===== src/rtl/io_pattern_engine.sv =====
// io_pattern_engine
//   Registered pattern generator between the pad input bus and the pad output bus.
//   The input bus passes through a SYNC_STAGES-deep synchroniser and becomes din_s.
//   dout is driven in one of four modes: invert, count, LFSR, or rotate.
//   A shared prescaler paces the three stepping modes.
//   Optional input-change interrupt: define IO_PATTERN_IRQ_EN to build it.
//   Without the macro, irq is tied low and none of its flops exist.
//
//   mode    | meaning
//   --------+-----------------------------------------------------------
//   INVERT  | dout follows ~din_s every enabled cycle
//   COUNT   | dout increments by one on each prescaler tick
//   LFSR    | dout takes one Galois LFSR step (TAPS) on each tick
//   ROTATE  | dout rotates left by one on each tick
//
//   Priority within an enabled cycle:
//     1) load
//     2) mode change (dout holds and the prescaler restarts)
//     3) mode action

module io_pattern_engine #(
    parameter int               WIDTH       = 8,
    parameter int               DIV         = 4,
    parameter int               SYNC_STAGES = 2,
    parameter logic [WIDTH-1:0] TAPS        = 8'hB8
) (
    input  logic             clk,
    input  logic             rst_n,
    input  logic             ena,
    input  logic [WIDTH-1:0] din,
    input  logic [1:0]       mode,
    input  logic             load,
    output logic [WIDTH-1:0] dout,
    output logic             tick,
    output logic             irq
);

    localparam int             CW       = (DIV > 1) ? $clog2(DIV) : 1;
    localparam logic [CW-1:0]  CNT_LAST = CW'(DIV - 1);

    typedef enum logic [1:0] {
        MODE_INVERT = 2'b00,
        MODE_COUNT  = 2'b01,
        MODE_LFSR   = 2'b10,
        MODE_ROTATE = 2'b11
    } mode_e;

    logic [WIDTH-1:0] sync_q [SYNC_STAGES];
    logic [WIDTH-1:0] sync_d [SYNC_STAGES];
    logic [WIDTH-1:0] din_s;

    logic [CW-1:0]    cnt_q, cnt_d;
    mode_e            mode_q, mode_d;
    logic [WIDTH-1:0] dout_q, dout_d;

    logic             mode_chg;
    logic             wrap;
    logic [WIDTH-1:0] lfsr_next;
    logic [WIDTH-1:0] rot_next;
    logic [WIDTH-1:0] cnt_next;

    // Synchroniser shift chain; runs regardless of ena.
    always_comb begin
        sync_d = sync_q;
        sync_d[0] = din;
        for (int i = 1; i < SYNC_STAGES; i++) begin
            sync_d[i] = sync_q[i-1];
        end
    end

    assign din_s = sync_q[SYNC_STAGES-1];

    // Next value for each stepping mode.
    // An all-zero LFSR would lock up, so it is kicked to 1.
    always_comb begin
        cnt_next  = dout_q + WIDTH'(1);
        rot_next  = {dout_q[WIDTH-2:0], dout_q[WIDTH-1]};
        if (dout_q == '0) begin
            lfsr_next = WIDTH'(1);
        end else begin
            lfsr_next = (dout_q >> 1) ^ (dout_q[0] ? TAPS : '0);
        end
    end

    // Prescaler, mode register, and output update.
    always_comb begin
        mode_chg = (mode_e'(mode) != mode_q);
        wrap     = (cnt_q == CNT_LAST);
        cnt_d    = cnt_q;
        mode_d   = mode_q;
        dout_d   = dout_q;
        if (ena) begin
            mode_d = mode_e'(mode);
            if (mode_chg || wrap) begin
                cnt_d = '0;
            end else begin
                cnt_d = cnt_q + CW'(1);
            end
            if (load) begin
                dout_d = din_s;
            end else if (!mode_chg) begin
                case (mode_q)
                    MODE_INVERT: dout_d = ~din_s;
                    MODE_COUNT:  if (wrap) dout_d = cnt_next;
                    MODE_LFSR:   if (wrap) dout_d = lfsr_next;
                    MODE_ROTATE: if (wrap) dout_d = rot_next;
                    default:     dout_d = dout_q;
                endcase
            end
        end
    end

    // State registers; reset lands everything at once, so no partial step survives.
    always_ff @(posedge clk or negedge rst_n) begin
        if (!rst_n) begin
            for (int i = 0; i < SYNC_STAGES; i++) begin
                sync_q[i] <= '0;
            end
            cnt_q  <= '0;
            mode_q <= MODE_INVERT;
            dout_q <= '0;
        end else begin
            for (int i = 0; i < SYNC_STAGES; i++) begin
                sync_q[i] <= sync_d[i];
            end
            cnt_q  <= cnt_d;
            mode_q <= mode_d;
            dout_q <= dout_d;
        end
    end

    assign dout = dout_q;
    // rst_n is included so that a DIV=1 build does not pulse tick while in reset.
    assign tick = ena & rst_n & wrap;

`ifdef IO_PATTERN_IRQ_EN
    logic [WIDTH-1:0] din_prev_q, din_prev_d;
    logic             irq_q, irq_d;

    // Previous din_s and the registered change flag.
    always_comb begin
        din_prev_d = din_s;
        irq_d      = ena & (din_s != din_prev_q);
    end

    // Change-detect registers.
    always_ff @(posedge clk or negedge rst_n) begin
        if (!rst_n) begin
            din_prev_q <= '0;
            irq_q      <= 1'b0;
        end else begin
            din_prev_q <= din_prev_d;
            irq_q      <= irq_d;
        end
    end

    assign irq = irq_q & ena;
`else
    assign irq = 1'b0;
`endif

endmodule

===== config.mk =====
export PLATFORM = sky130hd
export DESIGN_NAME = io_pattern_engine
export DESIGN_NICKNAME = d
export VERILOG_FILES = /design/src/rtl/io_pattern_engine.sv
export SDC_FILE = /design/constraint.sdc
export NUM_CORES = 1
export LEC_CHECK = 0
export CAP_MARGIN = 10
export CORE_ASPECT_RATIO = 1.5
export CORE_UTILIZATION = 53
export DETAILED_ROUTE_END_ITERATION = 8
export GPL_ROUTABILITY_DRIVEN = 0
export PLACE_DENSITY = 0.79
export SYNTH_ARGS = -nofsm -noshare
export SYNTH_HDL_FRONTEND = slang
export SYNTH_SLANG_ARGS = --single-unit

===== constraint.sdc =====
create_clock -name clk -period 2.7 [get_ports clk]
set_clock_uncertainty 0.15 [all_clocks]
set_input_delay 0.54 -clock clk [delete_from_list [all_inputs] [get_ports clk]]
set_output_delay 0.54 -clock clk [all_outputs]
set_load 0.02 [all_outputs]

==> results by group <==
Floorplanning
  • Initial cell density of the core: 56.8%
  • Die span in y: 68.3 µm
  • Die width: about 46 µm
  • Die area: around 3200 µm²
  • Top-Level Pins: 24
  • Core area: between 2000 and 3000 µm²
  • Row count: 23

Synth
  • Post-synth EDFFs: 0
  • Post-Syn Nets: 167
  • Mux cell area share after synthesis: 4.44%
  • Post-synthesis compound-gate area fraction: ~17%
  • Synthesized area: roughly 1600 µm²
  • Avg Cell Area, Syn: around 10 µm²
  • Asr flop ratio synth: 100%
  • Ys flop type: dfrtp_1
  • Yosys reg bits: 28
  • Post-synthesis adder-cell area fraction: 2.42%
  • Ys Warns: 0
  • Cells after Synth: 150
  • Largest family of logic cells by synthesized area: compound AO/OA/AOI/OAI gates
  • Yosys cell types: 45
  • Sequential-to-total area share from yosys stat: between 40% and 50%
  • Post-Synth Simple-Gate Area: between 10% and 20%
  • Synth Area in XOR/XNOR: between 5 and 6%

Global route
  • Overall routing resource usage: 21.6%
  • Remaining Overflow, GRT: 0
  • Largest net degree at the start of global routing: 29
  • Initial antenna violation count: 0
  • Vias in the first global route: approximately 1,100
  • First-pass GRT wire length: ~5000 µm

Worst setup path
  • Max incr delay on CP: 600 ps
  • CP Max Fanout: 2
  • Most frequent CP cell: clkdlybuf4s50_1
  • CP max stage cell: clkdlybuf4s50_1
  • Req. time, crit path: ~2000 ps
  • Setup CP Type: in -> out
  • Worst EP arrival: 1770 ps
  • Crit-path cells: clkdlybuf4s50_1 -> and3_1 -> clkdlybuf4s50_1
  • Critical Path Source Type: input pin
  • Crit end category: output pin

Detailed routing
  • Vias per cell: slightly below 6
  • Via count: 1,177
  • Antenna viol nets, final: 0
  • Drt first-iter violations: 37
  • Detailed Routing Iterations Pass 1: 5
  • Drt wl/cell: between 10 and 15 µm
  • Final wirelength: between 2000 and 3000 µm
  • Drt drc: 0

Timing
  • Relative slew margins: between 60 and 70%
  • Slew @ Worst Pin: 598 ps
  • Final Hold Fails: 0
  • Final WS setup: 243 ps
  • Fin crit period: approximately 2500 ps
  • RSZ-0062 raised after global routing: false
  • Setup_tns: 0 ps
  • Final slew viol count: 0
  • Hold Worst Slack: 203 ps
  • Fmax: between 0.4 and 0.5 GHz
  • Final setup fails: 0
  • Crit share post-route: about nine tenths

Power
  • P_int: 0.733 mW
  • Reg power frac: about half
  • Switching share of power: about a third
  • Leakage: ~0.75 nW
  • NetSw: ~0.35 mW
  • Comb pwr share: 29.8%
  • Cell Pwr Density: ~620 nW/µm²
  • Clk pwr share: slightly below 20%
  • VDD IR-drop max: about 400 µV

Cells and area
  • Fin area: 1760 µm²
  • Layout cells sized above 1: between 7 and 8%
  • # diodes: 0
  • Area growth syn-to-layout: 13.2%
  • Highest-count cells in the layout ignoring fill and taps: dfrtp_1 (28), clkdlybuf4s50_1 (22), nand2_1 (14)
  • Commonest non-fill, non-tap cell in the layout: dfrtp_1
  • Layout Nets: around 180

CTS
  • Setup Buffers After CTS: 0
  • Max clock buf depth: 2
  • Inserted Clock Buffers: 3
  • Skew-Pair Late Insertion Delay: roughly 260 ps
  • Clock root buffer: clkbuf_8
  • Post_cts resized: 0
  • # H-tree levels: 1
  • Clk sinks: 28
  • Clk slew on worst S/H paths: 90 ps
  • TritonCTS clock tree: done
  • CTS Hold Buffers Added: 0

Outcome
  • Status: completed

Job
  • Max cap viols: 0

Place
  • Port-buffer cells: 22
  • Pre-CTS setup slack: roughly 240 ps
  • Dpl hpwl: ~2100 µm
  • Placed cell area: between 1500 and 2000 µm²

Hold path
  • Min-delay worst type: reg -> reg
## sequential cells by signal (all words and copies together) (netlist names)
register	flops
mode_q	2
dout	8
din_s	8
cnt_q	2
sync_d	8
## per-layer routing
metal / vias to the layer above / GRT usage, % / wire [µm]
met3: 8 / 2.90 / 110
met1: 572 / 27.4 / 1230
met2: 41 / 35.7 / 1530
li1: 556 / - / -
met4: 0 / 9.93 / 52
met5: - / 0 / 0
## logic make-up (layout without fill, tap and decap cells)
group | after synthesis | count (layout)
adder cells (fa/ha/maj) | 3 | 3
flip-flops | 28 | 28
multiplexers | 5 | 5
buffers and inverters | 21 | 36
XOR/XNOR | 10 | 10
AO/OA/AOI/OAI | 36 | 36
AND/OR/NAND/NOR | 46 | 46
other | 1 | 1
## critical path, delay by kind of cell
kind / cells / cell delay [ps]
AND/OR/NAND/NOR: 1 / 150
buffers and inverters: 2 / 1080
## final cells by class
type                            instances  area [µm²]
Multi-Input combinational cell        101         696
Inverter                                8        30.0
Fill cell                             233         977
Timing Repair Buffer                   25         243
Tap cell                               37        46.3
Sequential cell                        28         701
Clock buffer                            3        41.3
## final timing paths
path                                         endpoint  slack, ps                 from  cells after the start
max in group asynchronous       mode_q[0]$_DFFE_PN0P_       1620                rst_n                      2
worst max register to register    dout[5]$_DFFE_PN0P_        520  dout[0]$_DFFE_PN0P_                      7
worst min register to register     din_s[3]$_DFF_PN0_        200  sync_d[3]$_DFF_PN0_                      0
worst max-delay path                             tick        240                rst_n                      3
worst min-delay path               din_s[3]$_DFF_PN0_        200  sync_d[3]$_DFF_PN0_                      0
min in group asynchronous        cnt_q[1]$_DFFE_PN0P_        530                rst_n                      2
## power by group through the flow
stage	logic (mW)	clock network, mW	registers (mW)
finish	0.324	0.211	0.553
floorplan	0.250	0	0.542
global placement	0.314	0	0.555
detailed placement	0.323	0	0.561
CTS	0.325	0.220	0.552
global route	0.357	0.239	0.562
## stage by stage
stage               std cells  power (mW)  util, %
floorplan                 150       0.793        -
global placement          199       0.869     62.7
detailed placement        199       0.884     62.7
CTS                       202        1.10     64.3
global route              202        1.16     64.3
finish                    202        1.09     64.3
## Yosys cell counts, types with 2 or more instances
cell / instances / share of area (%)
dfrtp_1: 28 / 45
nand2_1: 14 / 3.4
a21oi_1: 12 / 3.9
nor2_1: 9 / 2.2
inv_1: 8 / 1.9
buf_6: 7 / 5.1
nand3_1: 6 / 1.9
xor2_1: 6 / 3.4
buf_4: 5 / 2.4
a31oi_1: 4 / 1.6
o21ai_0: 4 / 1.3
xnor2_1: 4 / 2.3
and3_1: 3 / 1.2
ha_1: 3 / 2.4
a311oi_1: 2 / 1.1
mux2i_1: 2 / 1.3
nand4_1: 2 / 0.81
nor3_1: 2 / 0.65
nor4_1: 2 / 0.81
o221ai_1: 2 / 1.1
(Power assumes the default switching activity.)
